--- src/rtl/seq_dec_pkg.sv ---
// Shared opcodes, control-word layout, canned words and FSM states for the decoder.
// Latency: n/a (types and constants only).
// Backpressure: n/a.
package seq_dec_pkg;

    localparam logic [4:0] OP_RESET     = 5'b00000;
    localparam logic [4:0] OP_FETCH_PC  = 5'b01000;
    localparam logic [4:0] OP_FETCH_RD  = 5'b01001;
    localparam logic [4:0] OP_LOAD_R    = 5'b01010;
    localparam logic [4:0] OP_PUSH_PC   = 5'b01011;
    localparam logic [4:0] OP_POP       = 5'b01100;
    localparam logic [4:0] OP_LOAD_CNT  = 5'b01101;
    localparam logic [4:0] OP_REPEAT    = 5'b01110;
    localparam logic [4:0] OP_COND_JUMP = 5'b01111;

    typedef struct packed {
        logic       cen;
        logic       rst;
        logic       oen;
        logic       inc;
        logic       rsel;
        logic       rce;
        logic       pc_mux_sel;
        logic       push;
        logic       pop;
        logic       src_sel;
        logic       stack_we;
        logic       stack_re;
        logic       out_ce;
        logic [1:0] a_mux_sel;
        logic [1:0] b_mux_sel;
    } ctrl_word_t;

    // Quiescent word: PC takes its incrementer path, both ALU muxes park on input 2.
    localparam ctrl_word_t IDLE_WORD = '{
        cen: 1'b0, rst: 1'b0, oen: 1'b0, inc: 1'b0, rsel: 1'b0, rce: 1'b0,
        pc_mux_sel: 1'b1, push: 1'b0, pop: 1'b0, src_sel: 1'b0,
        stack_we: 1'b0, stack_re: 1'b0, out_ce: 1'b0,
        a_mux_sel: 2'b10, b_mux_sel: 2'b10};

    // Instruction disable: output enable only, nothing advances.
    localparam ctrl_word_t DISABLE_WORD = '{
        cen: 1'b0, rst: 1'b0, oen: 1'b1, inc: 1'b0, rsel: 1'b0, rce: 1'b0,
        pc_mux_sel: 1'b1, push: 1'b0, pop: 1'b0, src_sel: 1'b0,
        stack_we: 1'b0, stack_re: 1'b0, out_ce: 1'b0,
        a_mux_sel: 2'b10, b_mux_sel: 2'b10};

    // Also the word repeated on every LOOP cycle.
    localparam ctrl_word_t FETCH_PC_WORD = '{
        cen: 1'b0, rst: 1'b0, oen: 1'b1, inc: 1'b1, rsel: 1'b1, rce: 1'b1,
        pc_mux_sel: 1'b1, push: 1'b0, pop: 1'b0, src_sel: 1'b0,
        stack_we: 1'b0, stack_re: 1'b0, out_ce: 1'b1,
        a_mux_sel: 2'b10, b_mux_sel: 2'b00};

    typedef enum logic {
        ST_IDLE = 1'b0,
        ST_LOOP = 1'b1
    } state_t;

endpackage

--- src/rtl/seq_dec_stack_tracker.sv ---
// Tracks stack occupancy, flags full/empty and a sticky over/underflow error, masks illegal push/pop.
// Latency: sp and flags update on the edge that issues the strobe; allow outputs are combinational on sp.
// Backpressure: none; illegal requests are dropped and recorded in stack_err.
module seq_dec_stack_tracker #(
    parameter int  STACK_DEPTH = 8,
    localparam int SP_W        = $clog2(STACK_DEPTH + 1)
) (
    input  logic            clk,
    input  logic            rst_n,
    input  logic            push,
    input  logic            pop,
    input  logic            clr,
    output logic            push_allow,
    output logic            pop_allow,
    output logic [SP_W-1:0] sp,
    output logic            stack_full,
    output logic            stack_empty,
    output logic            stack_err
);

    localparam logic [SP_W-1:0] SP_MAX = SP_W'(STACK_DEPTH);

    assign stack_full  = (sp == SP_MAX);
    assign stack_empty = (sp == '0);
    assign push_allow  = !stack_full;
    assign pop_allow   = !stack_empty;

    // Occupancy counter with sticky error; requests beyond the limits only raise the error.
    always_ff @(posedge clk or negedge rst_n) begin
        if (!rst_n) begin
            sp        <= '0;
            stack_err <= 1'b0;
        end else if (clr) begin
            sp        <= '0;
            stack_err <= 1'b0;
        end else if (push) begin
            if (stack_full) stack_err <= 1'b1;
            else            sp        <= sp + SP_W'(1);
        end else if (pop) begin
            if (stack_empty) stack_err <= 1'b1;
            else             sp        <= sp - SP_W'(1);
        end
    end

endmodule

--- src/rtl/seq_instr_decoder.sv ---
// Registered microsequencer opcode decoder with REPEAT loop FSM; stack guard under SEQ_DEC_STACK_CHECK_EN.
// Latency: 1 cycle, the word for an opcode accepted at edge k is driven from edge k to edge k+1.
// Backpressure: instr_ready drops for the N cycles of a REPEAT loop, derived from registered state only.
module seq_instr_decoder #(
    parameter logic [2:0] DECODER_ID  = 3'b010,
    parameter int         STACK_DEPTH = 8,
    parameter int         LOOP_W      = 8
) (
    input  logic                               clk,
    input  logic                               rst_n,
    input  logic [2:0]                         id,
    input  logic [4:0]                         instr_in,
    input  logic                               cc_in,
    input  logic                               instr_valid,
    output logic                               instr_ready,
    input  logic [LOOP_W-1:0]                  d_in,
    output logic                               cen,
    output logic                               rst,
    output logic                               oen,
    output logic                               inc,
    output logic                               rsel,
    output logic                               rce,
    output logic                               pc_mux_sel,
    output logic                               push,
    output logic                               pop,
    output logic                               src_sel,
    output logic                               stack_we,
    output logic                               stack_re,
    output logic                               out_ce,
    output logic [1:0]                         a_mux_sel,
    output logic [1:0]                         b_mux_sel,
    output logic                               busy,
    output logic [$clog2(STACK_DEPTH+1)-1:0]   sp,
    output logic                               stack_full,
    output logic                               stack_empty,
    output logic                               stack_err
);

    import seq_dec_pkg::*;

    state_t            state, nxt_state;
    logic [LOOP_W-1:0] cnt, nxt_cnt;
    ctrl_word_t        word_q, nxt_word;
    logic              take;
    logic              push_allow;
    logic              pop_allow;

    assign instr_ready = (state == ST_IDLE);
    assign busy        = (state == ST_LOOP);
    // Opcodes for another slice are consumed (handshake completes) but decoded as nothing.
    assign take        = instr_valid && instr_ready && (id == DECODER_ID);

`ifdef SEQ_DEC_STACK_CHECK_EN
    logic do_push, do_pop, do_clr;

    assign do_push = take && (instr_in == OP_PUSH_PC);
    assign do_pop  = take && (instr_in == OP_POP);
    assign do_clr  = take && (instr_in == OP_RESET);

    seq_dec_stack_tracker #(
        .STACK_DEPTH (STACK_DEPTH)
    ) u_stack (
        .clk         (clk),
        .rst_n       (rst_n),
        .push        (do_push),
        .pop         (do_pop),
        .clr         (do_clr),
        .push_allow  (push_allow),
        .pop_allow   (pop_allow),
        .sp          (sp),
        .stack_full  (stack_full),
        .stack_empty (stack_empty),
        .stack_err   (stack_err)
    );
`else
    assign push_allow  = 1'b1;
    assign pop_allow   = 1'b1;
    assign sp          = '0;
    assign stack_full  = 1'b0;
    assign stack_empty = 1'b1;
    assign stack_err   = 1'b0;
`endif

    // Next-state, loop count and next control word; the word is registered so outputs are glitch-free.
    always_comb begin
        nxt_state = state;
        nxt_cnt   = cnt;
        nxt_word  = IDLE_WORD;
        case (state)
            ST_IDLE: begin
                if (take) begin
                    case (instr_in)
                        OP_RESET: begin
                            nxt_word.rst = 1'b1;
                            nxt_cnt      = '0;
                        end
                        OP_FETCH_PC: nxt_word = FETCH_PC_WORD;
                        OP_FETCH_RD: begin
                            nxt_word           = FETCH_PC_WORD;
                            nxt_word.cen       = 1'b1;
                            nxt_word.a_mux_sel = 2'b00;
                            nxt_word.b_mux_sel = 2'b11;
                        end
                        OP_LOAD_R, OP_PUSH_PC: begin
                            nxt_word.rce       = 1'b1;
                            nxt_word.oen       = 1'b1;
                            nxt_word.inc       = 1'b1;
                            nxt_word.b_mux_sel = 2'b00;
                            if (instr_in == OP_PUSH_PC) begin
                                nxt_word.push     = push_allow;
                                nxt_word.stack_we = push_allow;
                            end
                        end
                        OP_POP: begin
                            nxt_word.oen      = 1'b1;
                            nxt_word.inc      = 1'b1;
                            nxt_word.pop      = pop_allow;
                            nxt_word.stack_re = pop_allow;
                        end
                        OP_LOAD_CNT: begin
                            nxt_word.oen = 1'b1;
                            nxt_word.inc = 1'b1;
                            nxt_cnt      = d_in;
                        end
                        OP_REPEAT: begin
                            if (cnt == '0) begin
                                nxt_word = DISABLE_WORD;
                            end else begin
                                nxt_state = ST_LOOP;
                                nxt_word  = FETCH_PC_WORD;
                            end
                        end
                        OP_COND_JUMP: begin
                            nxt_word.oen = 1'b1;
                            if (cc_in) begin
                                nxt_word.pc_mux_sel = 1'b0;
                                nxt_word.src_sel    = 1'b1;
                            end else begin
                                nxt_word.inc = 1'b1;
                            end
                        end
                        default: nxt_word = DISABLE_WORD;
                    endcase
                end
            end
            ST_LOOP: begin
                // cnt holds the LOOP cycles still to run including the current one.
                if (cnt <= LOOP_W'(1)) begin
                    nxt_state = ST_IDLE;
                    nxt_cnt   = '0;
                end else begin
                    nxt_cnt  = cnt - LOOP_W'(1);
                    nxt_word = FETCH_PC_WORD;
                end
            end
            default: nxt_state = ST_IDLE;
        endcase
    end

    // State, loop count and output word registers; reset aborts any loop immediately.
    always_ff @(posedge clk or negedge rst_n) begin
        if (!rst_n) begin
            state  <= ST_IDLE;
            cnt    <= '0;
            word_q <= IDLE_WORD;
        end else begin
            state  <= nxt_state;
            cnt    <= nxt_cnt;
            word_q <= nxt_word;
        end
    end

    assign cen        = word_q.cen;
    assign rst        = word_q.rst;
    assign oen        = word_q.oen;
    assign inc        = word_q.inc;
    assign rsel       = word_q.rsel;
    assign rce        = word_q.rce;
    assign pc_mux_sel = word_q.pc_mux_sel;
    assign push       = word_q.push;
    assign pop        = word_q.pop;
    assign src_sel    = word_q.src_sel;
    assign stack_we   = word_q.stack_we;
    assign stack_re   = word_q.stack_re;
    assign out_ce     = word_q.out_ce;
    assign a_mux_sel  = word_q.a_mux_sel;
    assign b_mux_sel  = word_q.b_mux_sel;

endmodule

--- config.mk ---
export PLATFORM = sky130hd
export DESIGN_NAME = seq_instr_decoder
export DESIGN_NICKNAME = d
export VERILOG_FILES = /design/src/rtl/seq_dec_pkg.sv /design/src/rtl/seq_dec_stack_tracker.sv /design/src/rtl/seq_instr_decoder.sv
export SDC_FILE = /design/constraint.sdc
export NUM_CORES = 1
export LEC_CHECK = 0
export BUFFER_PORTS_ARGS = -buffer_cell sky130_fd_sc_hd__buf_2
export CAP_MARGIN = 10
export CORE_ASPECT_RATIO = 0.8
export CORE_MARGIN = 1.5
export CORE_UTILIZATION = 53
export CTS_CLUSTER_DIAMETER = 60
export DETAILED_ROUTE_END_ITERATION = 10
export GPL_TIMING_DRIVEN = 0
export PLACE_DENSITY_LB_ADDON = 0.25
export SYNTH_ARGS = -nofsm -noshare
export SYNTH_HDL_FRONTEND = slang
export SYNTH_SLANG_ARGS = --single-unit
--- constraint.sdc ---
create_clock -name clk -period 4.7 [get_ports clk]
set_input_delay 0.94 -clock clk [delete_from_list [all_inputs] [get_ports clk]]
set_output_delay 0.94 -clock clk [all_outputs]
set_load 0.01 [all_outputs]
==> summary.md <==
| Metric | Value |
|---|---|
| Register-to-Register Path Depth | 5 |
| Post-synthesis xor/xnor area fraction | 0% |
| Global Route Usage Sum | 22.8% |
| Cts repair resizes | 0 |
| YS warnings | 0 |
| Die area | 2770 µm² |
| CP Capture Type | register |
| Setup violators final | 0 |
| First-pass GRT wire length | 4.64 mm |
| Critical Path Start Type | input pin |
| Cell Area, Synth | 1310 µm² |
| MaxCap Viol Count | 0 |
| CTS tree | built |
| Cts bufs inserted | 3 |
| Adder-cell share of the synthesized area | 1.92% |
| Layout cells sized above 1 | 39.0% |
| Pwr/cell area | 214 nW/µm² |
| I/O pins | 46 |
| CP Max Fanout | 9 |
| Starting Density | 58.4% |
| Clk sink count | 22 |
| Syn-to-layout area delta | 20.3% |
| Worst-Skew Late Latency | 0.32 ns |
| Initial antenna violation count | 0 |
| Period utilization | 52.0% |
| Post-synthesis simple-gate area fraction | 19.2% |
| Run status | finished, final reports clean |
| Final Skew | 0.00700 ns |
| Core area | 2230 µm² |
| CTS root buffer | clkbuf_4 |
| Max IR drop VDD | 158 µV |
| H-tree levels | 1 |
| LEAKAGE | 0.773 nW |
| Final Wtd Congestion | 0.871 |
| Switching Fraction | 24.3% |
| Die Wd | 58.5 µm |
| EDFF count, synth | 0 |
| Count of pins over their slew limit | 0 |
| Int Power | 0.255 mW |
| Overall Power | 0.336 mW |
| Final std cells w/o fill | 197 |
| Antenna diode count | 0 |
| #FFs+latches synth | 22 |
| Met3 usage | 5.23% |
| Fill cells | 165 |
| Launch point of the worst reg-to-reg path | cnt[4]$_DFFE_PN0P_ |
| GR peak layer | met2 |
| 1st-iter DRT viols | 46 |
| Hold crit path type | in2async |
| CP Class | in2reg |
| Async S/R FF share, synth | 100% |
| Post-Syn Area per Cell | 10.3 µm² |
| Worst r2r dst | cnt[1]$_DFFE_PN0P_ |
| Largest family of logic cells by synthesized area | compound AO/OA/AOI/OAI gates |
| RSZ-0062 raised after global routing | false |
| Psw | 0.0818 mW |
| M1 GR Usage | 30.1% |
| Number of iterations in the first detailed-routing pass | 5 |
| Cells after Synth | 127 |
| Crit path time final | 2.44 ns |
| Endpoints failing hold | 0 |
| Setup bufs post-CTS | 0 |
| Post-synth cell types | 48 |
| Largest net degree at the start of global routing | 23 |
| Setup TNS | 0 ns |
| Final Cell Area | 1570 µm² |
| Worst EP required | 4.92 ns |
| Nets | 195 |
| Max Buffers Root-to-Sink | 2 |
| Met2 Track Usage GR | 37.3% |
| Slew @ Worst Pin | 0.900 ns |
| Clk network pwr share | 31.4% |
| Placed insts | 193 |
| Comb power frac | 11.7% |
| FF-to-FF setup slack | 2.37 ns |
| Vias/cell | 6.03 |
| Sequential element share of the synthesized area | 42.5% |
| Mux share of post-synthesis cell area | 1.73% |
| Area after DPL | 1530 µm² |
| Routed wire length | 3.05 mm |
| Total grt overflow | 0 |
| Ys flop type | dfrtp_1 |
| Synth Area in Compound Gates | 23.4% |
| Register clock-pin slew on the reported worst setup and hold paths | 0.12 ns |
| Post-DP HPWL | 2.24 mm |
| Routed Antenna Nets | 0 |
| FMAX | 0.409 GHz |
| Row count | 15 |
| Critical Path AT | 2.66 ns |
| # hold bufs at CTS | 0 |
| DRC Markers | 0 |
| Via count | 1,188 |
| Height of the die | 47.4 µm |
| Hold WS | 0.559 ns |
| Sequential share of power | 56.9% |
| Per-cell routed wire length | 15.5 µm |
| Port buffer count | 35 |
| Slew HR | 39.5% |
| Vias in the first global route | 988 |
==> power by group through the flow <==
stage	logic [mW]	registers, mW	clock network, mW
4_1_cts	0.0392	0.191	0.108
5_1_grt	0.0434	0.192	0.116
3_5_place_dp	0.0389	0.195	0
2_1_floorplan	0.0223	0.195	0
6_report	0.0394	0.191	0.105
3_3_place_gp	0.0374	0.195	0
==> metal layers <==
layer | wire [µm] | vias up | share of wire (%)
met5 | 0 | - | 0
met4 | 42 | 0 | 1.4
met3 | 288 | 10 | 9.4
met2 | 1430 | 81 | 47
met1 | 1290 | 542 | 42
li1 | - | 555 | -
==> worst max path at each step <==
| stage | from | endpoint | slack [ns] | depth (start not counted) |
|---|---|---|---|---|
| detailed placement | instr_in[0] | cnt[0]$_DFFE_PN0P_ | 1.95 | 5 |
| finish | instr_in[0] | cnt[0]$_DFFE_PN0P_ | 2.26 | 5 |
| floorplan | instr_in[0] | cnt[0]$_DFFE_PN0P_ | 2.16 | 5 |
| global placement | instr_in[0] | cnt[1]$_DFFE_PN0P_ | 1.95 | 5 |
| global route | instr_in[0] | cnt[1]$_DFFE_PN0P_ | 2.22 | 5 |
| CTS | instr_in[0] | cnt[0]$_DFFE_PN0P_ | 2.27 | 5 |
==> per-stage QoR <==
stage                     worst slack (ns)  util, %
after floorplan                       2.16        -
after global placement                1.95     68.7
after detailed placement              1.95     68.7
after CTS                             2.27     70.3
after global routing                  2.22     70.3
final                                 2.26     70.3
==> cells in the mapped netlist (3+ instances only) <==
cell | n | area share (%)
nor4_1 | 4 | 1.9
clkbuf_1 | 4 | 1.2
dfrtp_1 | 19 | 36
nor2_1 | 6 | 1.7
inv_1 | 7 | 2.0
buf_4 | 11 | 6.3
o22ai_1 | 4 | 1.9
o2bb2ai_1 | 6 | 4.0
a32oi_1 | 3 | 2.0
o21ai_0 | 5 | 1.9
dfstp_2 | 3 | 6.0
nor3_1 | 4 | 1.5
==> cell usage in the layout (no fill, tap or decap), types with 2 or more instances in the layout <==
cell type / synthesis / layout
clkbuf_4: 0 / 3
or3_1: 2 / 2
or3b_2: 2 / 2
nor3b_1: 2 / 2
nor2_1: 6 / 6
inv_1: 7 / 7
nor2b_1: 2 / 2
dfstp_2: 3 / 3
dfrtp_1: 19 / 19
nand3_1: 2 / 2
a21boi_0: 2 / 2
buf_2: 1 / 36
nor3_1: 4 / 4
mux2_2: 2 / 2
conb_1: 2 / 8
a221o_1: 2 / 2
nor4_1: 4 / 4
clkbuf_1: 4 / 4
a22o_1: 2 / 2
ha_1: 2 / 2
buf_4: 11 / 11
a21oi_1: 2 / 2
a32oi_1: 3 / 3
o22ai_1: 4 / 4
o2bb2ai_1: 6 / 6
nand2b_1: 2 / 2
nand4_1: 2 / 2
or2_2: 2 / 2
o21ai_0: 5 / 5
==> registers in the layout, indices dropped and copies added (netlist names) <==
name and count:
oen 1, b_mux_sel 2, rst 1, pc_mux_sel 1
cnt 8, src_sel 1, busy 1, inc 1
pop 1, push 1, a_mux_sel 1, out_ce 1
rsel 1, rce 1
==> logic make-up (layout without fill, tap and decap cells) <==
group | after synthesis | in the layout
AND/OR/NAND/NOR | 39 | 39
AO/OA/AOI/OAI | 36 | 36
buffers and inverters | 24 | 63
flip-flops | 22 | 22
adder cells (fa/ha/maj) | 2 | 2
other | 2 | 8
multiplexers | 2 | 2
==> worst max-delay path, stage by stage <==
cell and delay (ns):
buf_2 0.15, or3_1 0.42, a2111oi_4 0.65, nor2_2 0.19, mux2_2 0.31
==> layout make-up <==
type | count | area, µm² | share of cell area [%]
multi-input cells | 87 | 633 | 40.3
flip-flops and latches | 22 | 554 | 35.3
repair buffers | 35 | 175 | 11.2
plain buffers | 17 | 114 | 7.25
clock buffers | 4 | 36.3 | 2.31
well taps | 25 | 31.3 | 1.99
inverters | 7 | 26.3 | 1.67
Power figures use the tool's default switching activity.
